**src/rtl/hamming_decoder.sv**
```systemverilog
// SECDED decoder for 16-bit Hamming codewords held in byte-wide data memory.
// Optional saturating error counters enabled by HAMMING_DEC_STATS_EN.
module hamming_decoder #(
  parameter int unsigned ADDR_W    = 8,
  parameter int unsigned SRC_BASE  = 0,
  parameter int unsigned DST_BASE  = 30,
  parameter int unsigned NUM_WORDS = 15
) (
  input  logic              clk,
  input  logic              reset,
  input  logic              start,
  output logic              busy,
  output logic              done,
  output logic [ADDR_W-1:0] mem_addr,
  output logic              mem_rd_en,
  input  logic [7:0]        mem_rdata,
  output logic              mem_wr_en,
  output logic [7:0]        mem_wdata,
  output logic [7:0]        sec_count,
  output logic [7:0]        ded_count
);

  localparam int unsigned KW =
    (NUM_WORDS > 0) ? $clog2(NUM_WORDS + 1) : 1;

  typedef enum logic [2:0] {
    IDLE, RD_LO, RD_HI, CAP, DEC, WR_LO, WR_HI, DONE
  } state_t;

  state_t        state_q, state_d;
  logic [KW-1:0] k_q, k_d;
  logic [7:0]    lo_q, lo_d;
  logic [7:0]    hi_q, hi_d;
  logic [10:0]   data_q, data_d;
  logic [1:0]    flag_q, flag_d;

  logic [15:0]   cw, cw_fix;
  logic [3:0]    syn;
  logic          par;
  logic [10:0]   dec_data;
  logic [1:0]    dec_flag;
  logic [31:0]   k_ext;
  logic          last;
  logic          go;

  // Syndrome is the XOR of the indices of all set bits.
  always_comb begin
    cw  = {hi_q, lo_q};
    syn = '0;
    for (int i = 1; i < 16; i++) begin
      if (cw[i]) syn = syn ^ 4'(i);
    end
    par    = ^cw;
    cw_fix = cw;
    if (par) cw_fix[syn] = ~cw[syn];
    dec_data = {cw_fix[15:9], cw_fix[7:5], cw_fix[3]};
    if (par)
      dec_flag = 2'b01;
    else if (syn != 4'd0)
      dec_flag = 2'b10;
    else
      dec_flag = 2'b00;
  end

  assign k_ext = 32'(k_q);
  assign last  = (k_ext + 32'd1) == NUM_WORDS;
  assign go    = start &&
                 (state_q == IDLE || state_q == DONE);

  always_comb begin
    state_d   = state_q;
    k_d       = k_q;
    lo_d      = lo_q;
    hi_d      = hi_q;
    data_d    = data_q;
    flag_d    = flag_q;
    busy      = 1'b0;
    done      = 1'b0;
    mem_rd_en = 1'b0;
    mem_wr_en = 1'b0;
    mem_addr  = '0;
    mem_wdata = '0;
    unique case (state_q)
      IDLE, DONE: begin
        done = (state_q == DONE);
        if (start) begin
          k_d     = '0;
          state_d = (NUM_WORDS == 0) ? DONE : RD_LO;
        end
      end
      RD_LO: begin
        busy      = 1'b1;
        mem_rd_en = 1'b1;
        mem_addr  = ADDR_W'(SRC_BASE + 32'd2 * k_ext);
        state_d   = RD_HI;
      end
      RD_HI: begin
        busy      = 1'b1;
        mem_rd_en = 1'b1;
        mem_addr  =
          ADDR_W'(SRC_BASE + 32'd2 * k_ext + 32'd1);
        lo_d      = mem_rdata;
        state_d   = CAP;
      end
      CAP: begin
        busy    = 1'b1;
        hi_d    = mem_rdata;
        state_d = DEC;
      end
      DEC: begin
        busy    = 1'b1;
        data_d  = dec_data;
        flag_d  = dec_flag;
        state_d = WR_LO;
      end
      WR_LO: begin
        busy      = 1'b1;
        mem_wr_en = 1'b1;
        mem_addr  = ADDR_W'(DST_BASE + 32'd2 * k_ext);
        mem_wdata = data_q[7:0];
        state_d   = WR_HI;
      end
      WR_HI: begin
        busy      = 1'b1;
        mem_wr_en = 1'b1;
        mem_addr  =
          ADDR_W'(DST_BASE + 32'd2 * k_ext + 32'd1);
        mem_wdata = {flag_q, 3'b000, data_q[10:8]};
        k_d       = k_q + KW'(1);
        state_d   = last ? DONE : RD_LO;
      end
      default: state_d = IDLE;
    endcase
  end

  always_ff @(posedge clk) begin
    if (reset) begin
      state_q <= IDLE;
      k_q     <= '0;
      lo_q    <= '0;
      hi_q    <= '0;
      data_q  <= '0;
      flag_q  <= '0;
    end else begin
      state_q <= state_d;
      k_q     <= k_d;
      lo_q    <= lo_d;
      hi_q    <= hi_d;
      data_q  <= data_d;
      flag_q  <= flag_d;
    end
  end

`ifdef HAMMING_DEC_STATS_EN
  logic [7:0] sec_q, ded_q;

  always_ff @(posedge clk) begin
    if (reset || go) begin
      sec_q <= '0;
      ded_q <= '0;
    end else if (state_q == DEC) begin
      if (dec_flag == 2'b01 && sec_q != 8'hFF)
        sec_q <= sec_q + 8'd1;
      if (dec_flag == 2'b10 && ded_q != 8'hFF)
        ded_q <= ded_q + 8'd1;
    end
  end

  assign sec_count = sec_q;
  assign ded_count = ded_q;
`else
  logic unused_go;
  assign unused_go = go;
  assign sec_count = '0;
  assign ded_count = '0;
`endif

endmodule

```
**config.mk**
```make
export PLATFORM = sky130hd
export DESIGN_NAME = hamming_decoder
export DESIGN_NICKNAME = d
export VERILOG_FILES = /design/src/rtl/hamming_decoder.sv
export SDC_FILE = /design/constraint.sdc
export NUM_CORES = 1
export LEC_CHECK = 0
export CAP_MARGIN = 15
export CORE_MARGIN = 3
export CORE_UTILIZATION = 45
export DETAILED_ROUTE_END_ITERATION = 8
export PLACE_DENSITY = 0.81
export SETUP_SLACK_MARGIN = 0.3
export SYNTH_ARGS = -nofsm -noshare
export SYNTH_HDL_FRONTEND = slang
export SYNTH_SLANG_ARGS = --single-unit
```
**constraint.sdc**
```tcl
create_clock -name clk -period 2.1 [get_ports clk]
set_input_delay 0.42 -clock clk [delete_from_list [all_inputs] [get_ports clk]]
set_output_delay 0.42 -clock clk [all_outputs]
set_load 0.005 [all_outputs]
```
==> qor.csv, run 1 <==
metric,value,unit
Worst EP required,2.25,ns
CP max FO,3,
maximum vdd drop,569,µV
final hold violations,0,
ANT cells,0,
Clock Sinks,36,
number of cells after detailed placement,380,
Critical R2R Launch,hi_q[7],
P_leak,1.46,nW
CTS H-Tree Depth,2,
CP max-delay cell,a2111o_1,
Min Hold Slack,0.503,ns
Worst Setup End Kind,flip-flop,
crit path kind,flip-flop to flip-flop,
clock latency on the worst-skew pair,0.29,ns
Netlist cell types,45,
"Seq/Total Area, Yosys",0.304,
max incr delay on CP,0.41,ns
CTS Buf Count,5,
DRC errors left,0,
initial antenna violation count,0,
Max Freq,454,MHz
"most common cell after layout, fill and taps aside",buf_4,
first-pass GRT wire length,11700,µm
power per cell area,840,nW/µm²
syn_area_per_cell,8.55,µm²
min cycle time layout,2.20,ns
status,"finished, violations left",
Max Cap Violations,0,
Max clock buf depth,2,
largest net degree at the start of global routing,35,
Die W,78.6,µm
asr flop ratio synth,0,
Post-DP HPWL,4550,µm
Starting Density,0.482,
Post-Syn Instances,277,
Startpoint Class,flip-flop,
synth-to-layout area growth,67.5,%
Final Util,0.808,
Post-synth EDFFs,0,
Non-Filler Instances,427,
Via density,5.68,
slew margin rel.,0.531,
Worst-Margin Slew,0.702,ns
synthesis warning total,0,
core footprint,4910,µm²
most frequent cells in the layout,"buf_4 (42), nor2_1 (27), nand2_1 (21)",
min-delay src,data_q[3],
CTS Root Buffer Type,clkbuf_8,
clk slew on worst S/H paths,0.08,ns
IO Port Bufs,28,
min-delay worst type,flip-flop to flip-flop,
TritonCTS clock tree,yes,
nets,373,
routed len/inst,19.7,µm
Final ANT Viol Nets,0,
fin crit share,1.05,
fraction of layout cells with a size suffix above 1,0.500,
drt total wl,8430,µm
RSZ-0062 raised after global routing,true,
final slew viol count,0,
I/O pin cnt,47,
final RePlAce weighted congestion,0.863,
power after layout,0.00333,W
Vias,2427,
site row count,25,
"Worst Setup Slack, final",-0.103,ns
synthesized area,2370,µm²
vias in the first global route,2276,
grt total ovfl,0,
failing checks,negative setup slack,
Setup-failing EPs final,8,
Die Span Y,78.6,µm
crit path from,hi_q[7],
setup slack after placement,-0.118,ns
ys flop type,dfxtp_1,
Yosys reg bits,36,
Layout Skew,0.00706,ns
WP data arrival,2.35,ns
DR pass1 iterations,5,
die area,6170,µm²
Total GRT Usage,0.243,
Initial DRC Count,235,
critical path cell sequence,buf_12 > xor2_4 > xnor2_2 > buf_4 > or3_4 > a2111o_1 > nor3_2 > a311oi_2,
[synth_stat cells (all sizes together), types with 2 or more instances]
| library cell | n | area, µm² |
|---|---|---|
| buf | 21 | 161 |
| o21ai | 2 | 10.0 |
| dfxtp | 36 | 721 |
| nor3 | 3 | 15.0 |
| a22o | 5 | 43.8 |
| a31o | 2 | 17.5 |
| nand3 | 5 | 25.0 |
| xnor2 | 40 | 373 |
| inv | 4 | 15.0 |
| xor2 | 9 | 78.8 |
| nand4 | 4 | 25.0 |
| nand2 | 21 | 78.8 |
| a21oi | 15 | 75.1 |
| a211oi | 11 | 82.6 |
| ha | 3 | 37.5 |
| clkbuf | 14 | 52.6 |
| a32o | 3 | 30.0 |
| nor2 | 33 | 124 |
| nor2b | 5 | 31.3 |
| or3 | 4 | 30.0 |
| and2 | 4 | 25.0 |
| a2111oi | 8 | 90.1 |
| mux2i | 8 | 80.1 |
[flip-flops by register name, indices dropped and copies added (netlist names)]
name / cells
data_q: 11
flag_q: 2
hi_q: 8
k_q: 4
lo_q: 8
state_q: 3
[critical path: cells and delay by family (launching register included)]
kind            cells  cell delay (ns)
simple gates        2             0.52
xor+xnor            2             0.37
flops               1             0.36
compound gates      2             0.48
buf+inv             2             0.30
[final cells by class]
type | instances | area [µm²]
clock buffers | 6 | 72.6
clock inverters | 2 | 12.5
fillers | 275 | 943
inverters | 4 | 15.0
multi-input cells | 221 | 2240
flip-flops and latches | 36 | 759
well taps | 67 | 83.8
repair buffers | 91 | 787
[final timing paths]
path | endpoint | slack (ns) | depth (start not counted)
max | data_q[0] | -0.10 | 8
min | data_q[3] | 0.50 | 2
max reg2reg | data_q[0] | -0.10 | 8
min reg2reg | data_q[3] | 0.50 | 2
[metrics by stage]
step / area, µm² / TNS, ns
global placement: 3260 / 0
floorplan: 2880 / 0
CTS: 3670 / 0
detailed placement: 3260 / -0.429
finish: 3970 / -0.317
global route: 3970 / -1.11
[per-layer routing]
layer  vias up  part of all wire  track usage
li1       1093                 -            -
met1      1185              0.40        0.294
met2       122              0.51        0.426
met3        27             0.059       0.0505
met4         0             0.033       0.0787
met5         -                 0            0
[repair_timing]
| item | 4_1_cts | 5_1_grt |
|---|---|---|
| setup endpoints to repair | 31 | 28 |
| gates resized for setup | 81 | 66 |
| setup buffers | 24 | 13 |
| pin swaps | 19 | 28 |
| hold buffers | 0 | 0 |
| cloned | 2 | 0 |
[where the power goes]
| part | internal [W] | switching, W |
|---|---|---|
| logic | 0.000940 | 0.00103 |
| registers | 0.000764 | 0.0000949 |
| clock network | 0.000232 | 0.000271 |
| total | 0.00194 | 0.00140 |
[kinds of logic (layout without fill, tap and decap cells)]
group	count (synthesis)	in the layout	share of synthesized area
xor gates and xnor gates	50	51	0.201
and+or+nand+nor	86	87	0.173
muxes	8	8	0.0338
other	1	18	0.00158
DFF	36	36	0.304
AOI/OAI and AO/OA	54	54	0.174
buffers and inverters	39	103	0.0967
adders and majority gates	3	3	0.0158
No activity file was read; power rests on OpenSTA's default activity.
==> run 2: changes to the inputs <==
Settings changed: ABC_AREA from default to 1, PLACE_DENSITY 0.81 to 0.8.
==> run 2 against run 1 <==
  * The run still ends with negative setup slack left
  * Die area increased by 4.5%
  * Maximum frequency increased by 2.7%
  * Total power decreased by 13%
  * Hold slack got worse by 0.039 ns
  * Design area decreased by 9.2%
  * Critical path depth increased by 4
==> qor.csv, run 2 <==
metric,value,unit,change
status,"finished, violations left",,unchanged
failing checks,negative setup slack,,unchanged
largest net degree at the start of global routing,25,,was 35
Initial DRC Count,180,,was 235
Post-DP HPWL,4600,µm,was 4550 µm
Post-Syn Instances,391,,was 277
Top Registers,"data_q: 11 flops, hi_q: 8 flops, lo_q: 8 flops",,unchanged
DRC errors left,0,,unchanged
hold buffers post-CTS,0,,unchanged
drt total wl,7280,µm,was 8430 µm
Max clock buf depth,2,,unchanged
asr flop ratio synth,0,,unchanged
Worst Hold Endpoint,k_q[3],,was data_q[3]
Die Span Y,80.3,µm,was 78.6 µm
synthesis warning total,0,,unchanged
Max Freq,466,MHz,was 454 MHz
Die W,80.3,µm,was 78.6 µm
Vias,2708,,was 2427
Via density,5.16,,was 5.68
clock latency on the worst-skew pair,0.28,ns,was 0.29 ns
Post-synth EDFFs,0,,unchanged
grt total ovfl,0,,unchanged
Max Cap Violations,0,,unchanged
fraction of layout cells with a size suffix above 1,0.426,,was 0.500
part of the power in the clock network,0.158,,was 0.151
area of the multi-input gates,1960,µm²,was 2240 µm²
ys flop type,dfxtp_1,,unchanged
Setup-failing EPs final,5,,was 8
synth top area cells,"dfxtp_1 (29%), nand2_1 (17%), nor2_1 (7.9%)",,"was dfxtp_1 (30%), xnor2_1 (14%), buf_4 (5.7%)"
syn_area_per_cell,6.35,µm²,was 8.55 µm²
sequential cell fraction of total power,0.268,,was 0.258
crit path kind,flip-flop to flip-flop,,unchanged
clk slew on worst S/H paths,0.07,ns,was 0.08 ns
final hold violations,0,,unchanged
Layout Skew,0.00798,ns,was 0.00706 ns
min-delay src,k_q[3],,was data_q[3]
max reg flops,11,,unchanged
Startpoint Class,flip-flop,,unchanged
setup TNS,-0.110,ns,was -0.317 ns
top cell type's share of synthesized area,0.290,,was 0.304
Netlist cell types,31,,was 45
Starting Density,0.474,,was 0.482
"Seq/Total Area, Yosys",0.290,,was 0.304
synth-to-layout area growth,45.0,%,was 67.5%
"Worst Setup Slack, final",-0.0466,ns,was -0.103 ns
internal power,0.00164,W,was 0.00194 W
Min Hold Slack,0.464,ns,was 0.503 ns
Total GRT Usage,0.218,,was 0.243
routed len/inst,13.9,µm,was 19.7 µm
min cycle time layout,2.15,ns,was 2.20 ns
IO Port Bufs,28,,unchanged
Synth top cells by count,"nand2_1 (110), nor2_1 (52), inv_1 (40)",,"was xnor2_1 (37), dfxtp_1 (36), nor2_1 (33)"
Worst EP required,2.32,ns,was 2.25 ns
Register Area,762,µm²,was 759 µm²
Worst Setup End Kind,flip-flop,,unchanged
r2r endpoint,data_q[6],,was data_q[0]
final RePlAce weighted congestion,0.916,,was 0.863
CTS Buf Count,5,,unchanged
Yosys top cell by area,dfxtp_1,,unchanged
Worst-Margin Slew,0.664,ns,was 0.702 ns
fin crit share,1.02,,was 1.05
first-pass GRT wire length,11200,µm,was 11700 µm
Yosys reg bits,36,,unchanged
Logic pwr share,0.574,,was 0.591
Critical R2R Launch,hi_q[5],,was hi_q[7]
"most common cell after layout, fill and taps aside",nand2_1,,was buf_4
initial antenna violation count,0,,unchanged
synthesized area,2480,µm²,was 2370 µm²
P_leak,1.56,nW,was 1.46 nW
core footprint,5240,µm²,was 4910 µm²
Hold Path Stages,2,,unchanged
slew margin rel.,0.557,,was 0.531
Non-Filler Instances,525,,was 427
RSZ-0062 raised after global routing,true,,unchanged
min-delay worst type,flip-flop to flip-flop,,unchanged
power after layout,0.00289,W,was 0.00333 W
fillers,416,,was 275
CTS Root Buffer Type,clkbuf_8,,unchanged
nets,469,,was 373
TritonCTS clock tree,yes,,unchanged
vias in the first global route,2552,,was 2276
number of cells after detailed placement,493,,was 380
Reg2Reg Depth,12,,was 8
WP data arrival,2.37,ns,was 2.35 ns
CTS H-Tree Depth,2,,unchanged
CP max FO,4,,was 3
DR pass1 iterations,4,,was 5
I/O pin cnt,47,,unchanged
Final ANT Viol Nets,0,,unchanged
ANT cells,0,,unchanged
site row count,26,,was 25
Clock Sinks,36,,unchanged
top-count cell post-synth,nand2_1,,was xnor2_1
final slew viol count,0,,unchanged
Top reg by flops,data_q,,unchanged
Reg2Reg Setup Slack,-0.05,ns,was -0.10 ns
Net Sw Power,0.00125,W,was 0.00140 W
power per cell area,803,nW/µm²,was 840 nW/µm²
die area,6450,µm²,was 6170 µm²
most frequent cells in the layout,"nand2_1 (64), nand2_2 (38), a21oi_1 (31), buf_4 (31)",,"was buf_4 (42), nor2_1 (27), nand2_1 (21)"
maximum vdd drop,492,µV,was 569 µV
Net Sw Frac,0.432,,was 0.419
==> run 2: cell types whose count changed in the layout (fill, tap and decap cells not counted), sizes merged, moves of 9 or more <==
cell / before / now
o21ai: 2 / 24
a211oi: 11 / 2
nand2: 21 / 114
xnor2: 41 / 12
a21oi: 15 / 35
nand3: 5 / 19
nor2: 33 / 54
buf: 74 / 51
inv: 4 / 43
==> run 2: worst max path at each step <==
stage | slack, ns | cells after the start | end | from
2_1_floorplan | 0.30 | 14 | data_q[7] | hi_q[6]
3_3_place_gp | 0.04 | 20 | data_q[4] | hi_q[5]
3_5_place_dp | 0.02 | 20 | data_q[3] | hi_q[1]
4_1_cts | 0.07 | 20 | data_q[8] | lo_q[7]
5_1_grt | -0.21 | 14 | data_q[4] | lo_q[6]
6_report | -0.05 | 12 | data_q[6] | hi_q[5]
==> run 2: power groups by stage <==
stage	Combinational, W	Clock, W	Sequential [W]
CTS	0.00133	0.000460	0.000760
detailed placement	0.00107	0	0.000775
finish	0.00166	0.000457	0.000773
global placement	0.00106	0	0.000774
global route	0.00180	0.000498	0.000778
floorplan	0.000850	0	0.000766
==> run 2: cell type report <==
type,count,area share
clock buffer,6,0.0202
clock inverter,1,0.00139
inverter,43,0.0497
multi-input combinational,303,0.545
sequential,36,0.212
tap,70,0.0243
timing repair buffer,66,0.148
==> run 2: cell families (layout without fill, tap and decap cells) <==
group,after synthesis,in the layout,synth area share
AOI/OAI and AO/OA,72,72,0.159
xor gates and xnor gates,19,19,0.0761
adders and majority gates,3,3,0.0151
buffers and inverters,69,116,0.145
DFF,36,36,0.290
other,1,18,0.00151
and+or+nand+nor,191,191,0.313
==> run 2: through the flow <==
stage	worst slack, ns	utilization	area [µm²]
after floorplan	0.302	-	2650
after global placement	0.0441	0.557	2920
after detailed placement	0.0214	0.557	2920
after CTS	0.0679	0.618	3240
after global routing	-0.210	0.688	3600
final	-0.0466	0.688	3600
==> run 2: repair_timing <==
action / CTS / global route
setup buffers: 15 / 9
cloned: 1 / 0
setup endpoints to repair: 30 / 31
endpoints found under the hold margin: 0 / 0
gates resized for setup: 107 / 100
pin swaps: 15 / 23
==> run 2: worst max-delay path, stage by stage (launching register included) <==
cell and delay [ns]:
dfxtp_4 0.36, buf_4 0.16, xnor2_4 0.17, xor2_2 0.23, xnor2_2 0.16, inv_1 0.13
nor2_2 0.17, nand2_2 0.12, nor2_1 0.19, nor2_1 0.06, nor2_1 0.13, nand2_1 0.08
a21oi_1 0.12
==> run 2: metal layers <==
| metal | GRT usage | vias to the layer above | wire [µm] |
|---|---|---|---|
| met3 | 0.0336 | 22 | 340 |
| met2 | 0.395 | 89 | 3850 |
| met1 | 0.247 | 1258 | 2870 |
| met5 | 0 | - | 0 |
| met4 | 0.105 | 0 | 218 |
| li1 | - | 1339 | - |
==> run 3: changes to the inputs <==
Settings changed: CTS_BUF_LIST from default to sky130_fd_sc_hd__clkbuf_4 sky130_fd_sc_hd__clkbuf_8 sky130_fd_sc_hd__clkbuf_16.
==> run 3 against run 2 <==
  * Utilization decreased by 0.24 points
  * Flip-flop and latch count unchanged
  * Sequential power about the same
  * The flow still finishes with violations (negative setup slack)
  * Maximum frequency increased by 1.4%
  * Clock skew increased by 0.0016 ns
  * Register-to-register slack improved by 0.03 ns
  * Worst setup slack improved by 0.030 ns
  * Hold slack improved by 0.00058 ns
  * Via count increased by 1.1%
  * Critical path depth increased by 8
==> qor.csv, run 3 (synthesis results as in run 2) <==
metric,value,unit,change
P_leak,1.56,nW,about the same
Via density,5.23,,was 5.16
most frequent cells in the layout,"nand2_1 (64), nand2_2 (38), a21oi_1 (31)",,"was nand2_1 (64), nand2_2 (38), a21oi_1 (31), buf_4 (31)"
I/O pin cnt,47,,unchanged
Initial DRC Count,115,,was 180
site row count,26,,unchanged
TritonCTS clock tree,yes,,unchanged
fin crit share,1.01,,was 1.02
CTS Root Buffer Type,clkbuf_8,,unchanged
slew margin rel.,0.566,,was 0.557
first-pass GRT wire length,11100,µm,was 11200 µm
area of the multi-input gates,1950,µm²,was 1960 µm²
final hold violations,0,,unchanged
Max Freq,472,MHz,was 466 MHz
number of cells after detailed placement,493,,unchanged
RSZ-0062 raised after global routing,true,,unchanged
routed len/inst,13.7,µm,was 13.9 µm
Vias,2739,,was 2708
synth-to-layout area growth,44.5,%,was 45.0%
Worst Setup End Kind,flip-flop,,unchanged
min-delay worst type,flip-flop to flip-flop,,unchanged
CP max FO,6,,was 4
fraction of layout cells with a size suffix above 1,0.430,,was 0.426
met1 Usage GRT,0.246,,was 0.247
Die Span Y,80.3,µm,unchanged
Layout Skew,0.00963,ns,was 0.00798 ns
maximum vdd drop,465,µV,was 492 µV
CTS Buf Count,5,,unchanged
Worst EP required,2.26,ns,was 2.32 ns
global routing met2 resource utilization,0.401,,was 0.395
Max clock buf depth,2,,unchanged
core footprint,5240,µm²,unchanged
Post-DP HPWL,4600,µm,unchanged
Starting Density,0.474,,unchanged
"Worst Setup Slack, final",-0.0167,ns,was -0.0466 ns
GRT met3 Usage,0.0336,,unchanged
WP data arrival,2.28,ns,was 2.37 ns
power per cell area,805,nW/µm²,was 803 nW/µm²
status,"finished, violations left",,unchanged
grt total ovfl,0,,unchanged
failing checks,negative setup slack,,unchanged
final slew viol count,0,,unchanged
clk slew on worst S/H paths,0.07,ns,about the same
Worst-Margin Slew,0.650,ns,was 0.664 ns
Setup-failing EPs final,3,,was 5
Max Cap Violations,0,,unchanged
Die W,80.3,µm,unchanged
Top Registers,"data_q: 11 flops, hi_q: 8 flops, lo_q: 8 flops",,unchanged
fillers,413,,was 416
Total GRT Usage,0.218,,unchanged
Clock Sinks,36,,unchanged
die area,6450,µm²,unchanged
nets,468,,was 469
Final ANT Viol Nets,0,,unchanged
hold buffers post-CTS,0,,unchanged
drt total wl,7200,µm,was 7280 µm
clock latency on the worst-skew pair,0.29,ns,was 0.28 ns
gr busiest metal,met2,,unchanged
Startpoint Class,flip-flop,,unchanged
Min Hold Slack,0.465,ns,was 0.464 ns
Register Area,762,µm²,unchanged
min cycle time layout,2.12,ns,was 2.15 ns
largest net degree at the start of global routing,25,,unchanged
"most common cell after layout, fill and taps aside",nand2_1,,unchanged
final RePlAce weighted congestion,0.916,,unchanged
DRC errors left,0,,unchanged
Non-Filler Instances,524,,was 525
initial antenna violation count,0,,unchanged
vias in the first global route,2541,,was 2552
Top reg by flops,data_q,,unchanged
IO Port Bufs,28,,unchanged
Final Util,0.685,,was 0.688
crit path kind,flip-flop to flip-flop,,unchanged
DR pass1 iterations,4,,unchanged
max reg flops,11,,unchanged
CTS H-Tree Depth,2,,unchanged
ANT cells,0,,unchanged
-- run 3: changes by cell type in the layout (fill, tap and decap cells not counted), sizes merged --
cell / previous run / this run
buf: 51 / 50
-- run 3: metrics by stage --
step	power [W]	TNS, ns	cell area [µm²]	worst slack, ns
final	0.00289	-0.0332	3590	-0.0167
after global routing	0.00307	-2.12	3590	-0.231
after CTS	0.00257	0	3240	0.0679
after detailed placement	0.00185	0	2920	0.0214
after global placement	0.00184	0	2920	0.0441
after floorplan	0.00162	0	2650	0.302
-- run 3: final timing paths --
kind | startpoint | to | slack [ns] | cells past startpoint
setup / recovery | lo_q[3] | data_q[9] | -0.02 | 20
hold / removal | k_q[3] | k_q[3] | 0.46 | 2
setup reg to reg | lo_q[3] | data_q[9] | -0.02 | 20
hold reg to reg | k_q[3] | k_q[3] | 0.46 | 2
-- run 3: what timing repair did --
action / 4_1_cts / 5_1_grt
endpoints found under the setup margin: 30 / 31
pin swaps: 15 / 23
gates cloned: 1 / 0
resized for setup: 107 / 100
setup buffers: 15 / 8
-- run 3: report_power, final --
group / switching, W / internal (W) / total, W / leakage (nW)
Sequential: 0.0000545 / 0.000718 / 0.000773 / 0.301
Combinational: 0.000959 / 0.000684 / 0.00164 / 1.21
Clock: 0.000236 / 0.000238 / 0.000474 / 0.0445
Total: 0.00125 / 0.00164 / 0.00289 / 1.56
-- run 3: cell type report --
class / count / area share
Inverter: 43 / 0.0499
Sequential cell: 36 / 0.212
Clock inverter: 1 / 0.00139
Multi-Input combinational cell: 303 / 0.545
Timing Repair Buffer: 65 / 0.146
Clock buffer: 6 / 0.0213
Tap cell: 70 / 0.0244
-- run 3: critical path: stages (launching register included) --
cell and delay (ns):
dfxtp_4 0.40, inv_6 0.05, nand2_2 0.07, nand2_1 0.05, nand2_1 0.10, nand2_2 0.08
nand2_4 0.11, nand2_4 0.08, nand2_4 0.11, nand2_4 0.09, nand2_2 0.07, nand2_1 0.05
nand2_1 0.06, nand2_1 0.06, nand2_1 0.07, nand2_2 0.06, nor2_4 0.13, buf_6 0.15
nand2_1 0.07, nand2_2 0.07, a21oi_2 0.05
-- run 3: layer usage --
metal | vias to the layer above | wire (µm)
met5 | - | 0
met4 | 0 | 204
met3 | 20 | 325
met2 | 91 | 3850
met1 | 1289 | 2820
li1 | 1339 | -
